`src/rtl/pipe_pkg.sv`:
```
// rtl/pipe_pkg.sv - shared state encoding and NOP constant for pipeline stage registers
package pipe_pkg;

  localparam int unsigned PIPE_DEF_WIDTH = 96;

  // All-zero payload is the NOP presented downstream when nothing is valid.
  localparam logic [PIPE_DEF_WIDTH-1:0] PIPE_NOP = '0;

  typedef enum logic [1:0] {
    ST_EMPTY = 2'd0,
    ST_FULL  = 2'd1,
    ST_SKID  = 2'd2
  } pipe_state_e;

  function automatic logic [1:0] pipe_occ(input pipe_state_e s);
    case (s)
      ST_FULL: return 2'd1;
      ST_SKID: return 2'd2;
      default: return 2'd0;
    endcase
  endfunction

endpackage

```
`src/rtl/pipe_en_reg.sv`:
```
// rtl/pipe_en_reg.sv - enabled payload register with asynchronous reset to the NOP value
module pipe_en_reg #(
  parameter int unsigned       WIDTH     = 32,
  parameter logic [WIDTH-1:0]  FLUSH_VAL = '0
) (
  input  logic             clk,
  input  logic             reset,
  input  logic             en_i,
  input  logic [WIDTH-1:0] d_i,
  output logic [WIDTH-1:0] q_o
);

  logic [WIDTH-1:0] data_q;

  always_ff @(posedge clk or posedge reset) begin
    if (reset) begin
      data_q <= FLUSH_VAL;
    end else if (en_i) begin
      data_q <= d_i;
    end
  end

  assign q_o = data_q;

endmodule

```
`src/rtl/pipe_stage_reg.sv`:
```
// rtl/pipe_stage_reg.sv - pipeline stage register with optional skid entry, flush, stall and bubble count
module pipe_stage_reg
  import pipe_pkg::*;
#(
  parameter int unsigned      WIDTH     = PIPE_DEF_WIDTH,
  parameter int               SKID      = 1,
  parameter logic [WIDTH-1:0] FLUSH_VAL = WIDTH'(PIPE_NOP),
  parameter int unsigned      CNT_W     = 16
) (
  input  logic             clk,
  input  logic             reset,
  input  logic             in_valid,
  output logic             in_ready,
  input  logic [WIDTH-1:0] in_data,
  input  logic             flush,
  input  logic             stall,
  output logic             out_valid,
  input  logic             out_ready,
  output logic [WIDTH-1:0] out_data,
  output logic [1:0]       occupancy,
  output logic [CNT_W-1:0] bubble_cnt
);

  pipe_state_e      state_q, state_d;
  logic             ready_q, ready_d;
  logic [CNT_W-1:0] bubble_q, bubble_d;
  logic [WIDTH-1:0] main_q, main_d, skid_q, skid_d;
  logic             main_en, skid_en;
  logic             in_hs, out_hs;

  assign in_hs  = in_valid & in_ready;
  assign out_hs = out_valid & out_ready;

  pipe_en_reg #(
    .WIDTH     (WIDTH),
    .FLUSH_VAL (FLUSH_VAL)
  ) u_main_reg (
    .clk   (clk),
    .reset (reset),
    .en_i  (main_en),
    .d_i   (main_d),
    .q_o   (main_q)
  );

  pipe_en_reg #(
    .WIDTH     (WIDTH),
    .FLUSH_VAL (FLUSH_VAL)
  ) u_skid_reg (
    .clk   (clk),
    .reset (reset),
    .en_i  (skid_en),
    .d_i   (skid_d),
    .q_o   (skid_q)
  );

  always_ff @(posedge clk or posedge reset) begin
    if (reset) begin
      state_q  <= ST_EMPTY;
      ready_q  <= 1'b0;
      bubble_q <= '0;
    end else begin
      state_q  <= state_d;
      ready_q  <= ready_d;
      bubble_q <= bubble_d;
    end
  end

  always_comb begin
    state_d = state_q;
    main_en = 1'b0;
    main_d  = FLUSH_VAL;
    skid_en = 1'b0;
    skid_d  = FLUSH_VAL;
    if (flush) begin
      state_d = ST_EMPTY;
      main_en = 1'b1;
      skid_en = 1'b1;
    end else if (!stall) begin
      case (state_q)
        ST_EMPTY: begin
          if (in_hs) begin
            state_d = ST_FULL;
            main_en = 1'b1;
            main_d  = in_data;
          end
        end
        ST_FULL: begin
          if (in_hs && out_hs) begin
            main_en = 1'b1;
            main_d  = in_data;
          end else if (in_hs && (SKID != 0)) begin
            state_d = ST_SKID;
            skid_en = 1'b1;
            skid_d  = in_data;
          end else if (out_hs) begin
            state_d = ST_EMPTY;
            main_en = 1'b1;
          end
        end
        ST_SKID: begin
          if (out_hs) begin
            state_d = ST_FULL;
            main_en = 1'b1;
            main_d  = skid_q;
            skid_en = 1'b1;
          end
        end
        default: state_d = ST_EMPTY;
      endcase
    end

    // Registered ready looks one state ahead so it never admits into a full skid pair.
    ready_d = (state_d != ST_SKID);

    bubble_d = bubble_q;
    if (!out_valid && out_ready && (bubble_q != {CNT_W{1'b1}})) begin
      bubble_d = bubble_q + CNT_W'(1);
    end
  end

  always_comb begin
    logic rdy;
    rdy       = (SKID != 0) ? ready_q : ((state_q == ST_EMPTY) || out_ready);
    in_ready  = rdy && !stall && !flush && !reset;
    out_valid = (state_q != ST_EMPTY) && !stall;
    out_data  = out_valid ? main_q : FLUSH_VAL;
    occupancy = pipe_occ(state_q);
  end

  assign bubble_cnt = bubble_q;

endmodule

```
`config.mk`:
```
export PLATFORM = sky130hd
export DESIGN_NAME = pipe_stage_reg
export DESIGN_NICKNAME = d
export VERILOG_FILES = /design/src/rtl/pipe_pkg.sv /design/src/rtl/pipe_en_reg.sv /design/src/rtl/pipe_stage_reg.sv
export SDC_FILE = /design/constraint.sdc
export NUM_CORES = 1
export LEC_CHECK = 0
export CORE_AREA = 3 3 164 166
export CTS_BUF_LIST = sky130_fd_sc_hd__clkbuf_16
export CTS_CLUSTER_SIZE = 25
export DETAILED_ROUTE_END_ITERATION = 8
export DIE_AREA = 0 0 167 169
export GPL_TIMING_DRIVEN = 0
export PLACE_DENSITY = 0.66
export SYNTH_ARGS = -nofsm -noshare
export SYNTH_HDL_FRONTEND = slang
export SYNTH_HIERARCHICAL = 1
export SYNTH_SLANG_ARGS = --single-unit
```
`constraint.sdc`:
```
create_clock -name clk -period 4.9 [get_ports clk]
set_input_delay 0.98 -clock clk [delete_from_list [all_inputs] [get_ports clk]]
set_output_delay 0.98 -clock clk [all_outputs]
set_load 0.02 [all_outputs]
```
# ---- Yosys cells after proc, flatten, opt, wreduce, memory -nomap -nowiden
# Index checks and enable logic that the tools add are counted.
dict set report classes {
  div_mod_pow 0
  bitwise 2
  shift 0
  reduce_logical 13
  n_lt_le_gt_ge 0
  multipliers 0
  n_addsub 1
  mux 31
  eq_ne 4
}
# operator n
set ops {}
lappend ops {{2-to-1 mux 96 bit} 10}
lappend ops {{one-hot mux 96 bit (3 select lines)} 1}
lappend ops {{adder 16 x 1 -> 16 bit (second input constant)} 1}
lappend ops {{inequality test 16 bit (second input constant)} 1}
lappend ops {{2-to-1 mux 2 bit} 7}
lappend ops {{2-to-1 mux 1 bit} 9}
lappend ops {{logical AND 1 bit} 7}
lappend ops {{one-hot mux 2 bit (3 select lines)} 1}
lappend ops {{zero test 1 bit} 4}
lappend ops {{one-hot mux 2 bit (2 select lines)} 1}
lappend ops {{one-hot mux 1 bit (3 select lines)} 1}
lappend ops {{bitwise AND 1 bit} 2}
lappend ops {{== test 2 x 1 -> 1 bit (second input constant)} 1}
lappend ops {{== test 2 bit (second input constant)} 1}
lappend ops {{zero test 2 bit} 1}
lappend ops {{inequality test 2 bit (second input constant)} 1}
lappend ops {{one-hot mux 1 bit (2 select lines)} 1}
lappend ops {{nonzero test 2 bit} 1}
dict set report word_totals {
  latchBits 0
  wordCells 56
  out_inout_bits 116
  romBits 0
  ff_bits 211
  mem_bits_rw 0
  memories 0
  input_bits 102
}

# ---- Logic depth before layout (Yosys ltp)
# Gate-level depths: netlist (run 1).
dict set report logic_depth {
  depth_word 11
  ltp_mapped 12
  ltp_nobuf 8
}

# ---- Cells and area by module
# Netlist (run 1), hierarchy kept.
# mod instances cells_each seq_area_each_um2 area_per_inst_um2
set modules_own_cells {}
lappend modules_own_cells {pipe_en_reg 2 204 2402.3 3768.6}
lappend modules_own_cells {pipe_stage_reg 1 549 475.5 3880.0}

# ---- Worst setup path before layout (run 1)
# OpenSTA, ideal clock, no wires.
dict set report synth_timing {
  kind {input to output}
  startpoint {in stall}
  endpoint {out out_data[56]}
  slack_ns 1.825
  stages 5
  arrival_time_ns 2.095
  n_path_buf 3
  required_ns 3.920
  cell_sequence {buf_2 nor2_1 clkbuf_1 clkbuf_1 and2_1}
}
dict set report synth_between {
  elab_chain_len 3
}
# element line_no
set synth_rtl {}
lappend synth_rtl {{start, declared} pipe_stage_reg.sv:16} ;# input logic stall,
lappend synth_rtl {{zero test 1 bit} pipe_stage_reg.sv:125} ;# out_valid = (state_q != ST_EMPTY) && !stall;
lappend synth_rtl {{logical AND 1 bit} pipe_stage_reg.sv:125}
lappend synth_rtl {{2-to-1 mux 96 bit} pipe_stage_reg.sv:126} ;# out_data = out_valid ? main_q : FLUSH_VAL;
lappend synth_rtl {{end, declared} pipe_stage_reg.sv:19} ;# output logic [WIDTH-1:0] out_data,
# No other way between the ends.

# ---- Final worst setup path (run 1)
dict set report layout_timing {
  startpoint {in stall}
  endpoint {out out_data[57]}
}
# Same word-level chain as after synthesis.

==> impl_results.md, run 1 <==
* Outcome: completed
* Placed instance area at 14100 um^2
* Worst Reg-to-Reg Cells at 12
* Vias per cell at between 5 and 6
* Share of cells above drive strength 1 at between 20% and 30%
* H-tree depth at 1
* # Post-CTS Setup Buffers at 0
* Core Util, Final at 57.7%
* Final setup TNS at 0 ps
* Starting Density at 44.3%
* Final Skew at between 15 and 20 ps
* Routed Wire Length at 29400 um
* Die area at 28200 um^2
* Clk Latency, worst-skew pair at 530 ps
* Die X at about 170 um
* Synthesized cell area at ~11000 um^2
* #FFs+latches synth at ~210
* First-pass GRT wire length at approximately 48000 um
* Num CTS Buffers at 25
* Worst endpoint required time at between 3000 and 4000 ps
* Hold Path Cell Cnt at 1
* Worst Setup EP: out_data[57]
* Reg-to-Reg Start: state_q[0]
* Synth warnings at 6
* Remaining Overflow, GRT at 0
* Crit path from: stall
* CTS Hold Bufs at 0
* Yosys cell types at 47
* Tcrit/Tclk final at between 90 and 100%
* Slew @ Worst Pin at 738 ps
* # nets final at approximately 1300
* GR peak layer: met2
* Final Cell Area at around 15000 um^2
* Ys flop type: dfrtp_1
* I/O pin count at between 200 and 250
* Clk sinks at around 210
* Sw Share at about a quarter
* Post-Syn Nets at between 1000 and 1500
* Most common cell after layout, fill and taps aside: clkdlybuf4s50_1
* Clock transition at path regs at 60 ps
* Leakage power at roughly 0.0067 uW
* Slew Viols, Final at 0
* CTS tree: done
* Worst reg-to-reg setup slack at roughly 1800 ps
* CTS Buffer Depth at 3
* DR iter-0 viols at around 470
* GR met3 Demand/Resource at just over 5%
* Vias in the first global route at approximately 8700
* Placement Rows at between 50 and 60
* Number of max-cap violations at 0
* Synth async-reset ratio at 100%
* Core ar. at around 26000 um^2
* Post-layout min period at around 4700 ps
* Syn Area/Cell at approximately 12 um^2
* Power Density at between 200 and 300 nW/um^2
* Sequential group share of total power at between 40% and 50%
* Sequential area share after synthesis at about 46%
* WL per Instance at ~19 um
* Hold Slack at 489 ps
* Area Overhead vs Synth at 30.1%
* Yosys top cell by area: dfrtp_1
* All-layer global routing usage at 20.7%
* Most frequent cells in the layout: 217 x clkdlybuf4s50_1, 211 x dfrtp_1, 193 x and2_1, 113 x mux2_2, 100 x nor2_1
* Antenna violations before repair at 3
* Vias at roughly 8100
* Hold Crit Class: flip-flop to flip-flop
* Post-synth EDFFs at 0
* Largest net degree at the start of global routing at 57
* CP Capture Type: output port
* Internal Power at roughly 3000 uW
* RePlAce Congestion at a little over 0.8
* Tot Pwr at 4030 uW
* Net Sw Power at about 1000 uW
* Port-buffer cells at about 220
* Critical path arrival at about 3700 ps
* Kind of critical path: primary input to output port
* Share of the synthesized area in the top cell type at 46.2%
* Area contributors post-synth: dfrtp_1 46%, mux2_2 11%, and2_1 11%
* Met2 Usage GRT at between 30 and 40%
* Worst vdd ir at about 290 uV
* Gate power share at a little over a tenth
* DRC errors left at 0
* Post-cts sizing count at 1
* FF-to-FF End: u_skid_reg/q_o[77]
* Crit-path max FO at 10
* GR Util met1 at ~28%
* Final hold vios at 0
* Clock Power Share at around 44%
* Max Clk Rate at about 210 MHz
* Startpoint types: primary input
* Die Y at 169 um
* Post-Syn Instances at 957
* Normalized max-slew margin at 50.7%
* Post-DRT Antenna Nets at 0
* Detailed-placement wirelength estimate at about 21000 um
* Final setup viols at 0
* Unrepaired setup endpoints after global routing: false
* First-pass iteration count of the detailed router at 4
* CTS Root Cell: clkbuf_16
## critical path, cell delays in order
cell,delay (ps)
clkdlybuf4s50_1,420
buf_2,200
nor2_2,380
clkbuf_1,460
clkbuf_1,400
and2_1,230
clkdlybuf4s50_1,610
## cell usage after synthesis (3+ instances only)
cell type and number:
a22oi_1 66, a22oi_2 30, and2_1 193, and3_1 3, and4_1 4, buf_12 9
buf_2 21, buf_4 3, buf_6 7, buf_8 5, clkbuf_1 26, clkbuf_2 6
dfrtp_1 211, ha_1 6, inv_1 9, mux2_2 113, mux2_4 80, nand2_1 7
nand3_1 7, nand4_1 4, nor2_1 101, o21ai_0 4, xnor2_1 12, xor2_1 3
## how the worst min path moves through the flow
stage | start | endpoint | slack (ps)
CTS | bubble_cnt[15] | bubble_cnt[15] | 490
floorplan | u_main_reg/q_o[39] | u_main_reg/q_o[39] | 470
finish | bubble_cnt[15] | bubble_cnt[15] | 490
detailed placement | bubble_cnt[15] | bubble_cnt[15] | 490
global route | u_main_reg/q_o[10] | u_main_reg/q_o[10] | 510
global placement | bubble_cnt[10] | bubble_cnt[10] | 480
## area by class of cell
| cell class | count | area, um^2 |
|---|---|---|
| Antenna cell | 1 | 2.50 |
| Buffer | 77 | 589 |
| Clock buffer | 25 | 626 |
| Clock inverter | 21 | 154 |
| Fill cell | 2213 | 10900 |
| Inverter | 9 | 38.8 |
| Multi-Input combinational cell | 660 | 5520 |
| Sequential cell | 211 | 5280 |
| Tap cell | 335 | 419 |
| Timing Repair Buffer | 219 | 2230 |
## power by group through the flow
stage,clock [uW],sequential (uW),combinational (uW)
floorplan,0,1870,193
global route,1900,1820,472
finish,1780,1820,434
detailed placement,0,1850,440
global placement,0,1850,431
CTS,1830,1820,442
## flip-flops by register name, summed over array words and instances, names as in the netlist
| name | cells |
|---|---|
| u_main_reg/q_o | 96 |
| u_skid_reg/q_o | 96 |
| bubble_cnt | 16 |
| state_q | 2 |
| ready_q | 1 |
## per-layer routing
metal  part of all wire, %  routed length [um]
met1                    45               13200
met2                    47               13800
met3                   6.3                1860
met4                   2.1                 619
met5                  0.11                  33
## metrics by stage
step	setup slack, ps	cells
final	241	1558
after global routing	13.7	1557
after CTS	170	1557
after detailed placement	-52.7	1511
after global placement	-713	1509
after floorplan	1410	957
## kinds of logic after synthesis
group | share of synthesized area [%]
and+or+nand+nor | 16.1
DFF | 46.2
muxes | 21.8
AOI/OAI and AO/OA | 8.67
buffers and inverters | 5.46
xor gates and xnor gates | 1.15
adders and majority gates | 0.658
No activity file was read; power rests on OpenSTA's default activity.
==> run 2, diff against run 1 <==
--- a/config.mk
+++ b/config.mk
@@ -11,6 +11,7 @@
 export DETAILED_ROUTE_END_ITERATION = 8
 export DIE_AREA = 0 0 167 169
 export GPL_TIMING_DRIVEN = 0
+export HOLD_SLACK_MARGIN = 0.06
 export PLACE_DENSITY = 0.66
 export SYNTH_ARGS = -nofsm -noshare
 export SYNTH_HDL_FRONTEND = slang
==> constraint.sdc (replaced) <==
create_clock -name clk -period 4.5 [get_ports clk]
set_input_delay 0.9 -clock clk [delete_from_list [all_inputs] [get_ports clk]]
set_output_delay 0.9 -clock clk [all_outputs]
set_load 0.02 [all_outputs]
==> impl_results.md, run 2 (synthesized netlist as in run 1, its figures left out) <==
* Outcome: completed
* CTS tree: done
* Finished Layout Cells at 1558 (unchanged)
* First-pass iteration count of the detailed router at 4 (unchanged)
* Remaining Overflow, GRT at 0 (unchanged)
* H-tree depth at 1 (unchanged)
* Final hold vios at 0 (unchanged)
* Startpoint types: primary input
* RePlAce Congestion at 0.811 (unchanged)
* CTS Buffer Depth at 3 (unchanged)
* # placed instances at 1511 (unchanged)
* Clk sinks at 211 (unchanged)
* Num CTS Buffers at 25 (unchanged)
* Kind of critical path: primary input to output port
* Clock transition at path regs at 60 ps (about the same)
* Post-DRT Antenna Nets at 0 (unchanged)
* Clk Latency, worst-skew pair at 530 ps (about the same)
* # Post-CTS Setup Buffers at 0 (unchanged)
* Clock Power Share at 44.2% (about the same)
* Most common cell after layout, fill and taps aside: clkdlybuf4s50_1
* Antenna violations before repair at 3 (unchanged)
* Slew @ Worst Pin at 739 ps (+0.217 ps)
* Routed Wire Length at 29500 um (about the same)
* Tot Pwr at 4390 uW (+8.9%)
* Vias in the first global route at 8712 (unchanged)
* Hold Crit Class: flip-flop to flip-flop
* Share of cells above drive strength 1 at 26.3% (+0.082 points)
* DR iter-0 viols at 449 (-3.6%)
* Unrepaired setup endpoints after global routing: false
* Crit-path max FO at 10 (unchanged)
* CTS Hold Bufs at 0 (unchanged)
* Net Sw Power at 1090 uW (+9.1%)
* Reg area at 5280 um^2 (unchanged)
* DRC errors left at 0 (unchanged)
* Die X at 167 um (unchanged)
* Max Clk Rate at around 240 MHz
* WL per Instance at 18.9 um (about the same)
* Port-buffer cells at 217 (unchanged)
* Internal Power at 3300 uW (+8.9%)
* Most frequent cells in the layout: 217 x clkdlybuf4s50_1, 211 x dfrtp_1, 193 x and2_1, 113 x mux2_2, 100 x nor2_1
* Sequential group share of total power at 45.1% (about the same)
* Die area at 28200 um^2 (unchanged)
* Area of the multi-input gates at 5520 um^2 (about the same)
* Placement Rows at 59 (unchanged)
* Sw Share at 24.9% (+0.029 points)
* Worst endpoint required time at 3600 ps (-320 ps)
* Area Overhead vs Synth at 30.1% (about the same)
* Critical path arrival at 3310 ps (-370 ps)
* CP Capture Type: output port
* Core ar. at 25800 um^2 (unchanged)
* Slew Viols, Final at 0 (unchanged)
* All-layer global routing usage at 20.7% (unchanged)
* Die Y at 169 um (unchanged)
* Power Density at 295 nW/um^2 (+8.9%)
* Vias per cell at 5.17 (about the same)
* # nets final at 1311 (unchanged)
* Leakage power at 0.00672 uW (about the same)
* Final Skew at 18.0 ps (-1.33 ps)
* First-pass GRT wire length at 47900 um (unchanged)
* Number of max-cap violations at 0 (unchanged)
* Detailed-placement wirelength estimate at 20600 um (unchanged)
* Starting Density at 44.3% (unchanged)
* Layout filler cell count at 2216 (+0.14%)
* I/O pin count at 218 (unchanged)
* Tcrit/Tclk final at between 90 and 100%
* Largest net degree at the start of global routing at 57 (unchanged)
* CTS Root Cell: clkbuf_16
* Worst vdd ir at 311 uV (+8.9%)
* Final Cell Area at 14900 um^2 (about the same)
* Vias at 8056 (+0.062%)
* Post-layout min period at ~4200 ps
* Gate power share at 10.8% (about the same)
* Placed instance area at 14100 um^2 (unchanged)
* Final setup viols at 0 (unchanged)
* Normalized max-slew margin at 50.7% (about the same)
[run 2: cell counts in the layout (fill, tap and decap cells not counted)]
Identical to the previous run, type by type.
[run 2: through the flow]
stage	setup WS, ps	utilization (%)	hold slack [ps]	setup TNS, ps
finish	290	57.7	489	0
global route	129	57.7	510	0
CTS	74.7	57.6	493	0
detailed placement	-293	54.6	485	-4800
global placement	-1030	54.4	480	-196810
floorplan	1090	-	472	0
[run 2: routing by layer]
metal	track usage, %	routed length (um)
met1	27.6	13400
met2	34.4	13700
met3	5.11	1710
met4	4.77	662
met5	0	33
[run 2: path summary, 6_finish.rpt]
| check | start | end | slack, ps | cells past startpoint |
|---|---|---|---|---|
| worst max-delay path | stall | out_data[57] | 290 | 7 |
| worst min-delay path | bubble_cnt[15] | bubble_cnt[15] | 490 | 1 |
| worst max register to register | state_q[0] | u_skid_reg/q_o[0] | 1360 | 11 |
| worst min register to register | bubble_cnt[15] | bubble_cnt[15] | 490 | 1 |
| max in group asynchronous | reset | u_main_reg/q_o[89] | 2820 | 3 |
| min in group asynchronous | reset | u_main_reg/q_o[10] | 960 | 2 |
[run 2: power groups by stage]
stage          registers, uW  logic [uW]  clock network (uW)
3_5_place_dp            2010         479                   0
3_3_place_gp            2010         469                   0
6_report                1980         473                1940
5_1_grt                 1990         515                2070
2_1_floorplan           2040         210                   0
4_1_cts                 1980         481                1990
[run 2: cell type report]
type / instances / share of cell area (%)
Inverter: 9 / 0.261
Timing Repair Buffer: 219 / 15.0
Multi-Input combinational cell: 660 / 37.2
Clock inverter: 21 / 1.04
Antenna cell: 1 / 0.0168
Sequential cell: 211 / 35.5
Clock buffer: 25 / 4.21
Tap cell: 335 / 2.82
Buffer: 77 / 3.97
[run 2: worst max-delay path: stages]
cell	delay, ps
clkdlybuf4s50_1	420
buf_2	200
nor2_4	250
clkbuf_2	310
clkbuf_1	380
and2_1	230
clkdlybuf4s50_1	610
[run 2: what timing repair did]
action                     in CTS  in global routing
resized for setup               2                  1
setup endpoints to repair      30                 10
pin swaps                       0                  0
==> run 3, diff against run 2 <==
--- a/config.mk
+++ b/config.mk
@@ -7,12 +7,15 @@
 export LEC_CHECK = 0
 export CORE_AREA = 3 3 164 166
 export CTS_BUF_LIST = sky130_fd_sc_hd__clkbuf_16
+export CTS_CLUSTER_DIAMETER = 120
 export CTS_CLUSTER_SIZE = 25
 export DETAILED_ROUTE_END_ITERATION = 8
 export DIE_AREA = 0 0 167 169
 export GPL_TIMING_DRIVEN = 0
 export HOLD_SLACK_MARGIN = 0.06
+export MAX_ROUTING_LAYER = met4
 export PLACE_DENSITY = 0.66
+export SLEW_MARGIN = 20
 export SYNTH_ARGS = -nofsm -noshare
 export SYNTH_HDL_FRONTEND = slang
 export SYNTH_HIERARCHICAL = 1
==> impl_results.md, run 3 (synthesized netlist as in run 1, its figures left out) <==
* Delay-heaviest family, CP: buffers and inverters
* Post-DRT Antenna Nets at 0 (unchanged)
* Hold endpoint: bubble_cnt[15]
* Largest net degree at the start of global routing at 66 (+16%)
* Final Skew at 18.7 ps (+0.679 ps)
* CTS tree: done
* Number of max-cap violations at 0 (unchanged)
* Num CTS Buffers at 12 (-52%)
* Die area at 28200 um^2 (unchanged)
* Remaining Overflow, GRT at 0 (unchanged)
* I/O pin count at 218 (unchanged)
* Clk Latency, worst-skew pair at 480 ps (-50 ps)
* Reg-to-Reg Start: state_q[0]
* All-layer global routing usage at 21.0% (+0.22 points)
* Layout filler cell count at 2261 (+2.0%)
* Clk sinks at 211 (unchanged)
* CP Capture Type: output port
* Starting Density at 44.3% (unchanged)
* Startpoint types: primary input
* Clock transition at path regs at 120 ps (+60 ps)
* Slew @ Worst Pin at 745 ps (+6.85 ps)
* FF-to-FF End: u_skid_reg/q_o[0]
* # nets final at 1298 (-0.99%)
* Detailed-placement wirelength estimate at 20500 um (-0.41%)
* Hold Slack at 497 ps (+7.85 ps)
* Crit-path cells: clkdlybuf4s50_1 > buf_2 > nor2_4 > clkbuf_2 > clkbuf_1 > and2_1 > clkdlybuf4s50_1
* Leakage power at 0.00649 uW (-3.4%)
* DRC errors left at 0 (unchanged)
* H-tree depth at 1 (unchanged)
* Hold_sp: bubble_cnt[15]
* Core Util, Final at 56.0% (-1.7 points)
* Slew Viols, Final at 0 (unchanged)
* Worst endpoint required time at 3600 ps (about the same)
* # Post-CTS Setup Buffers at 0 (unchanged)
* Share of cells above drive strength 1 at 25.2% (-1.1 points)
* Reg area at 5280 um^2 (unchanged)
* Worst reg-to-reg setup slack at 1330 ps (-30 ps)
* Vias per cell at 5.16 (-0.15%)
* Outcome: completed
* Hold Path Cell Cnt at 1 (unchanged)
* Unrepaired setup endpoints after global routing: false
* Power Density at 251 nW/um^2 (-15%)
* RePlAce Congestion at 0.824 (+1.6%)
* Tot Pwr at 3630 uW (-17%)
* CTS Root Cell: clkbuf_16
* Normalized max-slew margin at 50.2% (-0.46 points)
* Slowest CP cell: clkdlybuf4s50_1
* Post-layout min period at 4190 ps (-15.0 ps)
* Antenna violations before repair at 0 (-3)
* Final setup viols at 0 (unchanged)
* Kind of critical path: primary input to output port
* Final hold vios at 0 (unchanged)
* Core ar. at 25800 um^2 (unchanged)
* Max Clk Rate at 238 MHz (+0.36%)
* Worst Reg-to-Reg Cells at 11 (unchanged)
* Most common cell after layout, fill and taps aside: clkdlybuf4s50_1
* Area of the multi-input gates at 5520 um^2 (unchanged)
* Crit path buf inv count at 5 (unchanged)
* Vias in the first global route at 8429 (-3.2%)
* Critical path arrival at 3290 ps (-20 ps)
* Final setup TNS at 0 ps (unchanged)
* First-pass iteration count of the detailed router at 5 (+1)
* Crit path from: stall
* Area Overhead vs Synth at 26.4%
* Vias at 7879 (-2.2%)
* Routed Wire Length at 28900 um (-1.8%)
* Hold Crit Class: flip-flop to flip-flop
* Tcrit/Tclk final at 93.2% (-0.33 points)
* Die Y at 169 um (unchanged)
* First-pass GRT wire length at 46900 um (-2.0%)
* Die X at 167 um (unchanged)
* Crit-path max FO at 10 (unchanged)
* Worst vdd ir at 177 uV (-43%)
* CTS Buffer Depth at 3 (unchanged)
* CTS Hold Bufs at 0 (unchanged)
* Placement Rows at 59 (unchanged)
* Port-buffer cells at 217 (unchanged)
* Largest stage delay, worst path at 610 ps (about the same)
* DR iter-0 viols at 454 (+1.1%)
* Most used cell, CP: clkdlybuf4s50_1
* Most frequent cells in the layout: 217 x clkdlybuf4s50_1, 211 x dfrtp_1, 193 x and2_1, 113 x mux2_2, 100 x nor2_1
* WL per Instance at 19.0 um (+0.25%)
[run 3: cell types whose count changed in the layout (fill, tap and decap cells not counted), sizes merged]
cell and delta:
clkbuf -12, clkinv -11, inv -5, bufinv -2, clkinvlp -2
[run 3: worst max path at each step]
| stage | to | depth (start not counted) | slack (ps) |
|---|---|---|---|
| 3_5_place_dp | out_data[61] | 7 | -260 |
| 2_1_floorplan | u_main_reg/q_o[0] | 1 | 1090 |
| 5_1_grt | out_data[61] | 7 | 130 |
| 6_report | out_data[57] | 7 | 310 |
| 3_3_place_gp | u_main_reg/q_o[89] | 2 | -1030 |
| 4_1_cts | out_data[61] | 7 | 100 |
[run 3: routing by layer]
layer	up-vias	share of wire, %	wire (um)	track usage, %
li1	3757	-	-	-
met1	3932	45	13100	27.6
met2	164	48	13800	34.3
met3	26	5.0	1460	4.23
met4	0	1.7	502	3.69
met5	-	0	0	-
[run 3: metrics by stage]
stage	std cells	setup slack [ps]	area, um^2
after floorplan	957	1090	11400
after global placement	1509	-1030	14000
after global routing	1525	132	14400
final	1526	305	14400
after CTS	1525	98.6	14400
after detailed placement	1511	-258	14100
[run 3: worst reg2reg max path, cell delays in order (launching register included)]
cell,delay [ps]
dfrtp_1,430
inv_1,120
ha_1,340
nor3b_2,380
and2_1,170
buf_2,270
buf_2,300
o21ai_0,120
nand2b_1,100
buf_6,140
buf_2,310
mux2_2,380
[run 3: area by class of cell]
cell class / count / share of cell area, %
Buffer: 77 / 4.09
Sequential cell: 211 / 36.6
Multi-Input combinational cell: 660 / 38.3
Tap cell: 335 / 2.91
Inverter: 9 / 0.304
Clock buffer: 13 / 2.25
Clock inverter: 1 / 0.113
Antenna cell: 1 / 0.0173
Timing Repair Buffer: 219 / 15.4
[run 3: what timing repair did]
action	CTS	global route
setup endpoints to repair	30	5
gates cloned	0	0
resized for setup	2	1
pin swaps	0	0
[run 3: where the power goes]
group | internal [uW] | switching, uW
clock network | 529 | 650
registers | 1930 | 44.7
logic | 238 | 235
